==> src/rtl/decode_pc_control_pkg.sv <==
// Shared decode constants, selpctype codes and the ID/EX payload layout.
package decode_pc_control_pkg;

   localparam int unsigned XLEN = 32;
   localparam int unsigned RW   = 5;

   localparam logic [XLEN-1:0] EXC_VECTOR = 32'h0000_0040;
   localparam logic [XLEN-1:0] NOP        = 32'h0000_0000;

   localparam logic [5:0] OP_SPECIAL = 6'h00;
   localparam logic [5:0] OP_J       = 6'h02;
   localparam logic [5:0] OP_JAL     = 6'h03;
   localparam logic [5:0] OP_BEQ     = 6'h04;
   localparam logic [5:0] OP_BNE     = 6'h05;
   localparam logic [5:0] OP_ADDI    = 6'h08;
   localparam logic [5:0] OP_ANDI    = 6'h0C;
   localparam logic [5:0] OP_ORI     = 6'h0D;
   localparam logic [5:0] OP_XORI    = 6'h0E;
   localparam logic [5:0] OP_LUI     = 6'h0F;
   localparam logic [5:0] OP_LW      = 6'h23;
   localparam logic [5:0] OP_SW      = 6'h2B;

   localparam logic [5:0] FN_JR      = 6'h08;
   localparam logic [5:0] FN_JALR    = 6'h09;
   localparam logic [5:0] FN_SYSCALL = 6'h0C;

   typedef enum logic [1:0] {
      PCT_BRANCH = 2'b00,
      PCT_REG    = 2'b01,
      PCT_JUMP   = 2'b10,
      PCT_EXC    = 2'b11
   } pctype_e;

   typedef enum logic {
      ST_RUN    = 1'b0,
      ST_SQUASH = 1'b1
   } state_e;

   typedef struct packed {
      logic            valid;
      logic [XLEN-1:0] instruc;
      logic [XLEN-1:0] nextpc;
      logic [XLEN-1:0] rega;
      logic [XLEN-1:0] regb;
      logic [XLEN-1:0] imedext;
      logic [RW-1:0]   regdest;
      logic            writereg;
      logic            memread;
      logic            memwrite;
      logic            exc;
      logic [XLEN-1:0] epc;
   } id_ex_t;

endpackage

==> src/rtl/decode_pc_control_hazard_unit.sv <==
// Load-use and branch-operand hazard detection against EX and MEM.
module decode_pc_control_hazard_unit
   import decode_pc_control_pkg::*;
(
   input  logic [RW-1:0] rs,
   input  logic [RW-1:0] rt,
   input  logic          branch_rs,
   input  logic          branch_rt,
   input  logic [RW-1:0] ex_regdest,
   input  logic          ex_writereg,
   input  logic          ex_memread,
   input  logic [RW-1:0] mem_regdest,
   input  logic          mem_memread,
   output logic          stall
);

   logic ex_hit_rs, ex_hit_rt, mem_hit_rs, mem_hit_rt;

   // Register 0 is hard-wired, so it never creates a dependency.
   always_comb begin
      ex_hit_rs  = (ex_regdest  != '0) && (ex_regdest  == rs);
      ex_hit_rt  = (ex_regdest  != '0) && (ex_regdest  == rt);
      mem_hit_rs = (mem_regdest != '0) && (mem_regdest == rs);
      mem_hit_rt = (mem_regdest != '0) && (mem_regdest == rt);
      stall = (ex_memread  && (ex_hit_rs || ex_hit_rt))
           || (ex_writereg && ((branch_rs && ex_hit_rs)  || (branch_rt && ex_hit_rt)))
           || (mem_memread && ((branch_rs && mem_hit_rs) || (branch_rt && mem_hit_rt)));
   end

endmodule

==> src/rtl/decode_pc_control.sv <==
// ID stage: decode, branch/jump/exception redirect, hazard stall and ID/EX register.
module decode_pc_control
   import decode_pc_control_pkg::*;
(
   input  logic            clock,
   input  logic            reset,
   input  logic [XLEN-1:0] if_id_instruc,
   input  logic [XLEN-1:0] if_id_nextpc,
   output logic [RW-1:0]   id_rf_addra,
   output logic [RW-1:0]   id_rf_addrb,
   input  logic [XLEN-1:0] rf_id_dataa,
   input  logic [XLEN-1:0] rf_id_datab,
   input  logic [RW-1:0]   ex_regdest,
   input  logic            ex_writereg,
   input  logic            ex_memread,
   input  logic [RW-1:0]   mem_regdest,
   input  logic            mem_memread,
   output logic            id_stall,
   output logic            id_if_selpcsource,
   output logic [1:0]      id_if_selpctype,
   output logic [XLEN-1:0] id_if_pcimd2ext,
   output logic [XLEN-1:0] id_if_rega,
   output logic [XLEN-1:0] id_if_pcindex,
   output logic            id_ex_valid,
   output logic [XLEN-1:0] id_ex_instruc,
   output logic [XLEN-1:0] id_ex_nextpc,
   output logic [XLEN-1:0] id_ex_rega,
   output logic [XLEN-1:0] id_ex_regb,
   output logic [XLEN-1:0] id_ex_imedext,
   output logic [RW-1:0]   id_ex_regdest,
   output logic            id_ex_writereg,
   output logic            id_ex_memread,
   output logic            id_ex_memwrite,
   output logic            id_ex_exc,
   output logic [XLEN-1:0] id_ex_epc
);

   state_e          state, state_next;
   id_ex_t          id_ex_q, id_ex_d;
   pctype_e         sel_type;
   logic [XLEN-1:0] instr, link, epc;
   logic [5:0]      opcode, funct;
   logic [RW-1:0]   rs, rt, rd;
   logic [15:0]     imm;
   logic            is_special, is_j, is_jal, is_beq, is_bne, is_jr, is_jalr, is_sys;
   logic            is_alui, is_lw, is_sw, is_exc, branch_rs, branch_rt, hz_stall;
   logic [XLEN-1:0] dec_imedext;
   logic [RW-1:0]   dec_regdest;
   logic            dec_writereg;

   // The slot behind an accepted exception is replaced by a NOP.
   assign instr  = (state == ST_SQUASH) ? NOP : if_id_instruc;
   assign opcode = instr[31:26];
   assign rs     = instr[25:21];
   assign rt     = instr[20:16];
   assign rd     = instr[15:11];
   assign imm    = instr[15:0];
   assign funct  = instr[5:0];

   assign id_rf_addra     = rs;
   assign id_rf_addrb     = rt;
   assign id_if_rega      = rf_id_dataa;
   assign id_if_pcimd2ext = if_id_nextpc + {{14{imm[15]}}, imm, 2'b00};
   assign id_if_pcindex   = {if_id_nextpc[31:28], instr[25:0], 2'b00};
   assign id_if_selpctype = sel_type;
   assign link            = if_id_nextpc + 32'd4;
   assign epc             = if_id_nextpc - 32'd4;

   // Instruction class decode and per-class controls.
   always_comb begin
      is_special = (opcode == OP_SPECIAL);
      is_j       = (opcode == OP_J);
      is_jal     = (opcode == OP_JAL);
      is_beq     = (opcode == OP_BEQ);
      is_bne     = (opcode == OP_BNE);
      is_jr      = is_special && (funct == FN_JR);
      is_jalr    = is_special && (funct == FN_JALR);
      is_sys     = is_special && (funct == FN_SYSCALL);
      is_alui    = (opcode >= OP_ADDI) && (opcode <= OP_LUI);
      is_lw      = (opcode == OP_LW);
      is_sw      = (opcode == OP_SW);
      is_exc     = is_sys || !(is_special || is_j || is_jal || is_beq || is_bne
                               || is_alui || is_lw || is_sw);
      branch_rs  = is_beq || is_bne || is_jr || is_jalr;
      branch_rt  = is_beq || is_bne;
      if ((opcode == OP_ANDI) || (opcode == OP_ORI) || (opcode == OP_XORI))
         dec_imedext = {16'h0000, imm};
      else
         dec_imedext = {{16{imm[15]}}, imm};
      if (is_jal || is_jalr)
         dec_regdest = 5'd31;
      else if (is_special)
         dec_regdest = rd;
      else
         dec_regdest = rt;
      dec_writereg = (is_special && !is_jr && !is_sys) || is_alui || is_lw || is_jal;
   end

   decode_pc_control_hazard_unit u_hazard (
      .rs          (rs),
      .rt          (rt),
      .branch_rs   (branch_rs),
      .branch_rt   (branch_rt),
      .ex_regdest  (ex_regdest),
      .ex_writereg (ex_writereg),
      .ex_memread  (ex_memread),
      .mem_regdest (mem_regdest),
      .mem_memread (mem_memread),
      .stall       (hz_stall)
   );

   // FSM next state, redirect selection and ID/EX next value; stall beats redirect.
   always_comb begin
      state_next        = state;
      id_stall          = 1'b0;
      id_if_selpcsource = 1'b0;
      sel_type          = PCT_BRANCH;
      id_ex_d           = '0;
      unique case (state)
         ST_RUN: begin
            id_stall = hz_stall;
            if (!hz_stall) begin
               id_ex_d.valid   = 1'b1;
               id_ex_d.instruc = instr;
               id_ex_d.nextpc  = if_id_nextpc;
               id_ex_d.rega    = rf_id_dataa;
               id_ex_d.regb    = (is_jal || is_jalr) ? link : rf_id_datab;
               id_ex_d.imedext = dec_imedext;
               id_ex_d.regdest = dec_regdest;
               if (is_exc) begin
                  id_if_selpcsource = 1'b1;
                  sel_type          = PCT_EXC;
                  id_ex_d.exc       = 1'b1;
                  id_ex_d.epc       = epc;
                  state_next        = ST_SQUASH;
               end else begin
                  id_ex_d.writereg = dec_writereg;
                  id_ex_d.memread  = is_lw;
                  id_ex_d.memwrite = is_sw;
                  if ((is_beq && (rf_id_dataa == rf_id_datab))
                      || (is_bne && (rf_id_dataa != rf_id_datab))) begin
                     id_if_selpcsource = 1'b1;
                     sel_type          = PCT_BRANCH;
                  end else if (is_j || is_jal) begin
                     id_if_selpcsource = 1'b1;
                     sel_type          = PCT_JUMP;
                  end else if (is_jr || is_jalr) begin
                     id_if_selpcsource = 1'b1;
                     sel_type          = PCT_REG;
                  end
               end
            end
         end
         ST_SQUASH: state_next = ST_RUN;
      endcase
   end

   // FSM state register.
   always_ff @(posedge clock or negedge reset) begin
      if (!reset) state <= ST_RUN;
      else        state <= state_next;
   end

   // ID/EX pipeline register.
   always_ff @(posedge clock or negedge reset) begin
      if (!reset) id_ex_q <= '0;
      else        id_ex_q <= id_ex_d;
   end

   assign id_ex_valid    = id_ex_q.valid;
   assign id_ex_instruc  = id_ex_q.instruc;
   assign id_ex_nextpc   = id_ex_q.nextpc;
   assign id_ex_rega     = id_ex_q.rega;
   assign id_ex_regb     = id_ex_q.regb;
   assign id_ex_imedext  = id_ex_q.imedext;
   assign id_ex_regdest  = id_ex_q.regdest;
   assign id_ex_writereg = id_ex_q.writereg;
   assign id_ex_memread  = id_ex_q.memread;
   assign id_ex_memwrite = id_ex_q.memwrite;
   assign id_ex_exc      = id_ex_q.exc;
   assign id_ex_epc      = id_ex_q.epc;

endmodule

==> config.mk <==
export PLATFORM = sky130hd
export DESIGN_NAME = decode_pc_control
export DESIGN_NICKNAME = d
export VERILOG_FILES = /design/src/rtl/decode_pc_control_pkg.sv /design/src/rtl/decode_pc_control_hazard_unit.sv /design/src/rtl/decode_pc_control.sv
export SDC_FILE = /design/constraint.sdc
export NUM_CORES = 1
export LEC_CHECK = 0
export BUFFER_PORTS_ARGS = -buffer_cell sky130_fd_sc_hd__buf_2
export CORE_AREA = 2 2 176 178
export CTS_BUF_LIST = sky130_fd_sc_hd__clkbuf_16
export DETAILED_ROUTE_END_ITERATION = 10
export DIE_AREA = 0 0 178 180
export GPL_ROUTABILITY_DRIVEN = 0
export GPL_TIMING_DRIVEN = 0
export SYNTH_ARGS = -nofsm -noshare
export SYNTH_HDL_FRONTEND = slang
export SYNTH_SLANG_ARGS = --single-unit
export TNS_END_PERCENT = 50
==> constraint.sdc <==
create_clock -name clock -period 5.57 [get_ports clock]
set_input_delay 0.8355 -clock clock [delete_from_list [all_inputs] [get_ports clock]]
set_output_delay 0.8355 -clock clock [all_outputs]
set_load 0.01 [all_outputs]
==> impl_metrics.ini, run 1 <==
[sta]
hold_violations = 0
min_period_ns = 5.21
fin_skew_ns = 0.00900
slew_violations = 0
holdWs_ns = 0.379
worst_slack_ns = 0.359
max_freq_mhz = 192
slew_headroom_pct = 34.5
finalCritPeriodShare_pct = 93.6
finalSetupViolCount = 0
rsz0062_at_grt = false
tightest_slew_ns = 0.974

[setup_path]
worstSetupStartpoint = id_ex_exc
arrival_ns = 4.38
timing.rr.start = id_ex_exc
cp_max_fo = 20
crit_type = reg2out
cp-end-kind = output port
cp.required_ns = 4.73
cp-start-kind = flop

[synth]
ys_ff_latch = 171
yosys-top-cells-area = dfrtp_1 43%, buf_4 6.1%, xor2_1 6.0%
ys_types = 56
yosysTopAreaCellShare_pct = 42.8
synth_ff_type = dfrtp_1
syn_area_sq_um = 9990
syn_inst = 1079
synth_warnings = 0
synth-edff-count = 0
ys_seq_area_share_pct = 42.8
synth.largest_area_cell = dfrtp_1
synth.avg_cell_area_sq_um = 9.26
async_reset_ff_share_pct = 100

[layout]
syn_to_final_growth_pct = 33.6
final_cell_mix = 448 x buf_2, 170 x dfrtp_1, 135 x nor2_1
fin_nets = 1721
drive_gt1_share_pct = 36.9
layout_commonest_cell = buf_2
fillers = 3065
fin_cells = 1955

[global_routing]
grt_usage_pct = 23.2
grt_pass1_wl_microns = 55400
grt_pass1_vias = 9150
antenna_found_initial = 1
gr-total-overflow = 0
grt_max_degree = 90

[placed_design]
hpwl_microns = 30700
dp_slack_ns = -0.615
numPortBuffers = 448
placed_cells = 1925

[clocking]
clk_pin_slew_worst_paths_ns = 0.06
clkLatencyLatePin_ns = 0.44
cts_buffers = 17
clkSinkCount = 171
cts_buffer_depth = 2
h-tree-depth = 4
cts_hold_buf = 0
cts_tree = done
clock-root-buffer = clkbuf_16

[detailed_routing]
drc = 0
routedWlPerCell_microns = 19.2
avgViaCountPerCell = 4.75
dr_total_vias = 9287
ant_nets = 0
dr.pass1.iters = 5
initialDrtViolationCount = 589
routed_wl_microns = 37600

[floorplan]
io_pins = 455
die_y_microns = 180
row_count = 64
design.core.area_sq_um = 30200
chipWidth_microns = 178
initial_utilization_pct = 33.1
die_area_sq_um = 32000

[run]
drv_cap = 0

[hold_path]
hold_class = in2async

[status]
status = finished, final reports clean

[power_and_ir_drop]
p_leak_nw = 6.89
power_density_nw_per_um2 = 437
power_mw = 5.83
ir_worst_vdd_mv = 0.210
[area by class of cell]
cell class,instances,area [sq um],share of cell area (%)
multi-input combinational,744,4790,35.9
tap,396,495,3.71
sequential,171,4280,32.1
clock buffer,17,425,3.19
inverter,20,75.1,0.562
buffer,143,856,6.41
antenna,1,2.50,0.0187
timing repair buffer,449,2280,17.1
clock inverter,14,145,1.09
[cells in the mapped netlist, types with 2 or more instances]
cell	n
nor4bb_1	8
or2_2	2
dfrtp_1	171
buf_4	81
and2_1	79
nand4_1	15
o21a_1	5
nand3_1	24
ha_1	31
nand2b_1	7
a221oi_1	2
nor2_1	135
and3_1	17
xnor2_1	55
clkbuf_1	58
o31ai_1	4
nand2_1	47
o21bai_1	6
a21oi_1	36
a21o_1	19
buf_1	4
o32ai_1	3
o21ai_0	31
or4_1	4
o211ai_1	4
nor4_1	17
and4_1	3
xor2_1	68
nor2b_1	25
mux2i_1	3
a21boi_0	3
or4_4	2
or3_1	3
a31oi_1	14
inv_1	20
a211oi_1	34
nor3_1	20
[cells by family (layout without fill, tap and decap cells)]
kind of cell / Yosys count / count (layout) / synth area share (%)
and+or+nand+nor: 417 / 417 / 21.8
DFF: 171 / 171 / 42.8
AOI/OAI and AO/OA: 166 / 166 / 10.7
buffers and inverters: 165 / 643 / 9.33
xor gates and xnor gates: 123 / 123 / 10.8
adders and majority gates: 32 / 32 / 4.08
muxes: 4 / 4 / 0.413
other: 1 / 3 / 0.0375
[final timing paths]
path	to	slack (ns)	cells past startpoint
max	id_if_pcimd2ext[25]	0.36	13
min	id_ex_epc[0]	0.38	1
max reg2reg	id_ex_regdest[1]	2.02	9
min reg2reg	id_ex_imedext[3]	0.90	2
max in group asynchronous	id_ex_epc[31]	4.33	2
min in group clock	id_ex_memread	0.64	2
[per-layer routing]
layer	vias to the layer above	global-route usage, %	part of all wire (%)
met5	-	0	0
met3	56	3.96	5.7
met4	0	7.41	2.4
li1	4497	-	-
met2	348	40.0	49
met1	4386	29.4	42
[state kept, by name, indices dropped and copies added, names as in the netlist]
| name | cells |
|---|---|
| id_ex_nextpc | 32 |
| id_ex_imedext | 17 |
| id_ex_rega | 32 |
| id_ex_memwrite | 1 |
| id_ex_exc | 1 |
| id_ex_epc | 32 |
| id_ex_writereg | 1 |
| id_ex_valid | 1 |
| id_ex_regb | 32 |
| id_ex_instruc | 16 |
| id_ex_regdest | 5 |
| id_ex_memread | 1 |
[worst max-delay path, stage by stage (launching register included)]
cell       delay [ns]
dfrtp_2          0.58
clkbuf_2         0.32
clkbuf_2         0.31
clkbuf_4         0.28
nor2b_1          0.11
ha_1             0.34
and2_1           0.17
a221o_1          0.35
o2111ai_1        0.26
nor3b_2          0.35
o31ai_1          0.19
a221oi_1         0.37
xnor2_1          0.16
buf_2            0.16
[per-stage QoR]
step                TNS [ns]  area [sq um]  util (%)
floorplan                  0         10000         -
global placement       -2.79         12700      42.2
detailed placement     -3.15         12800      42.3
CTS                        0         13300      44.2
global route               0         13400      44.2
finish                     0         13400      44.2
[repair_timing]
action / 4_1_cts / 5_1_grt
resized for setup: 6 / 1
setup buffers: 0 / 0
endpoints found under the setup margin: 23 / 2
[power by group]
part | switching, mW | total, mW | internal, mW
clock network | 0.526 | 1.19 | 0.661
logic | 1.73 | 2.88 | 1.15
registers | 0.141 | 1.76 | 1.62
Power figures use the tool's default switching activity.
==> run 2, diff against run 1 <==
--- a/config.mk
+++ b/config.mk
@@ -7,7 +7,6 @@
 export LEC_CHECK = 0
 export BUFFER_PORTS_ARGS = -buffer_cell sky130_fd_sc_hd__buf_2
 export CORE_AREA = 2 2 176 178
-export CTS_BUF_LIST = sky130_fd_sc_hd__clkbuf_16
 export DETAILED_ROUTE_END_ITERATION = 10
 export DIE_AREA = 0 0 178 180
 export GPL_ROUTABILITY_DRIVEN = 0
==> impl_metrics.ini, run 2 (same netlist as run 1, synthesis figures left out) <==
[floorplan]
design.core.area_sq_um = 30200
initial_utilization_pct = 33.1
row_count = 64
die_area_sq_um = 32000
die_y_microns = 180
chipWidth_microns = 178
io_pins = 455

[global_routing]
met1_usage_pct = 29.4
grt_pass1_vias = 9172
grt_pass1_wl_microns = 55500
grt_max_degree = 90
gr-total-overflow = 0
grt_usage_pct = 23.2
met3_usage_pct = 3.87
grt_busiest_layer = met2
antenna_found_initial = 1
met2_usage_pct = 40.1

[setup_path]
path_buf_inv = 4
crit_family = compound AO/OA/AOI/OAI gates
cpMostUsedCell = clkbuf_2
cp-start-kind = flop
cp-end-kind = output port
cp.required_ns = 4.73
cpMaxStageDelayCell = dfrtp_2
worstPathCellList = clkbuf_2 -> clkbuf_2 -> clkbuf_4 -> nor2b_1 -> ha_1 -> and2_1 -> a221o_1 -> o2111ai_1 -> nor3b_2 -> o31ai_1 -> a221oi_1 -> xnor2_1 -> buf_2
arrival_ns = 4.39
cp_max_fo = 20
crit_type = reg2out
max_stage_delay_ns = 0.53

[detailed_routing]
drc = 0
routedWlPerCell_microns = 19.2
avgViaCountPerCell = 4.79
dr.pass1.iters = 5
dr_total_vias = 9357
ant_nets = 0
initialDrtViolationCount = 489
routed_wl_microns = 37600

[clocking]
cts_tree = done
clk_pin_slew_worst_paths_ns = 0.06
cts_buffers = 17
clock-root-buffer = clkbuf_16
h-tree-depth = 4
clkSinkCount = 171
cts_buffer_depth = 2
clkLatencyLatePin_ns = 0.44
cts_hold_buf = 0

[sta]
min_period_ns = 5.23
slew_violations = 0
tightest_slew_ns = 0.977
max_freq_mhz = 191
rsz0062_at_grt = false
fin_skew_ns = 0.00916
hold_violations = 0
holdWs_ns = 0.393
worst_slack_ns = 0.343
finalCritPeriodShare_pct = 93.8
finalSetupViolCount = 0
slew_headroom_pct = 34.3

[layout]
final_cell_mix = 448 x buf_2, 170 x dfrtp_1, 135 x nor2_1
multi_input_area_sq_um = 4790
drive_gt1_share_pct = 37.0
syn_to_final_growth_pct = 33.7
fin_nets = 1721
fin_cells = 1955
fillers = 3066
layout_commonest_cell = buf_2
seqCellArea_sq_um = 4280

[placed_design]
numPortBuffers = 448
placed_cells = 1925
dp_slack_ns = -0.615
hpwl_microns = 30700

[status]
status = finished, final reports clean

[hold_path]
hold_class = in2async

[run]
drv_cap = 0

[power_and_ir_drop]
power_density_nw_per_um2 = 438
p_leak_nw = 6.89
ir_worst_vdd_mv = 0.210
## run 2: layer usage
metal / vias to the layer above / routed length [microns]
li1: 4498 / -
met1: 4454 / 15800
met2: 349 / 18700
met3: 56 / 2170
met4: 0 / 945
met5: - / 0
## run 2: worst paths after layout
check	startpoint	endpoint	slack (ns)	cells past startpoint
setup / recovery	id_ex_exc	id_if_pcimd2ext[25]	0.34	13
min in group clock	if_id_instruc[29]	id_ex_memread	0.64	2
hold reg to reg	id_ex_exc	id_ex_imedext[3]	0.88	2
max in group asynchronous	reset	id_ex_nextpc[14]	4.31	2
hold / removal	reset	id_ex_epc[0]	0.39	1
setup reg to reg	id_ex_exc	id_ex_regdest[1]	2.06	9
## run 2: metrics by stage
stage                     utilization (%)  power [mW]  TNS [ns]  cell area (sq um)
after detailed placement             42.3        4.68     -3.15              12800
final                                44.3        5.85         0              13400
after global placement               42.2        4.65     -2.79              12700
after CTS                            44.3        5.90         0              13400
after global routing                 44.3        6.23         0              13400
after floorplan                         -        3.38         0              10000
## run 2: what timing repair did
action / CTS / global route
setup endpoints to repair: 23 / 2
setup buffers: 0 / 0
gates resized for setup: 6 / 1
## run 2: report_power, final
part	leakage, nW	internal, mW	switching, mW
logic	4.41	1.15	1.74
registers	2.20	1.62	0.141
clock network	0.286	0.677	0.526
## run 2: final cells by class
cell class | instances | area share (%)
Multi-Input combinational cell | 744 | 35.9
Sequential cell | 171 | 32.0
Timing Repair Buffer | 449 | 17.1
Buffer | 143 | 6.41
Tap cell | 396 | 3.71
Clock buffer | 19 | 3.31
Clock inverter | 12 | 1.03
Inverter | 20 | 0.562
Antenna cell | 1 | 0.0187
## run 2: worst reg2reg max path, delay by kind of cell, from the launching register on
| kind | cells | cell delay, ns |
|---|---|---|
| flops | 1 | 0.53 |
| compound gates | 1 | 0.38 |
| simple gates | 6 | 1.39 |
| buf+inv | 2 | 1.13 |
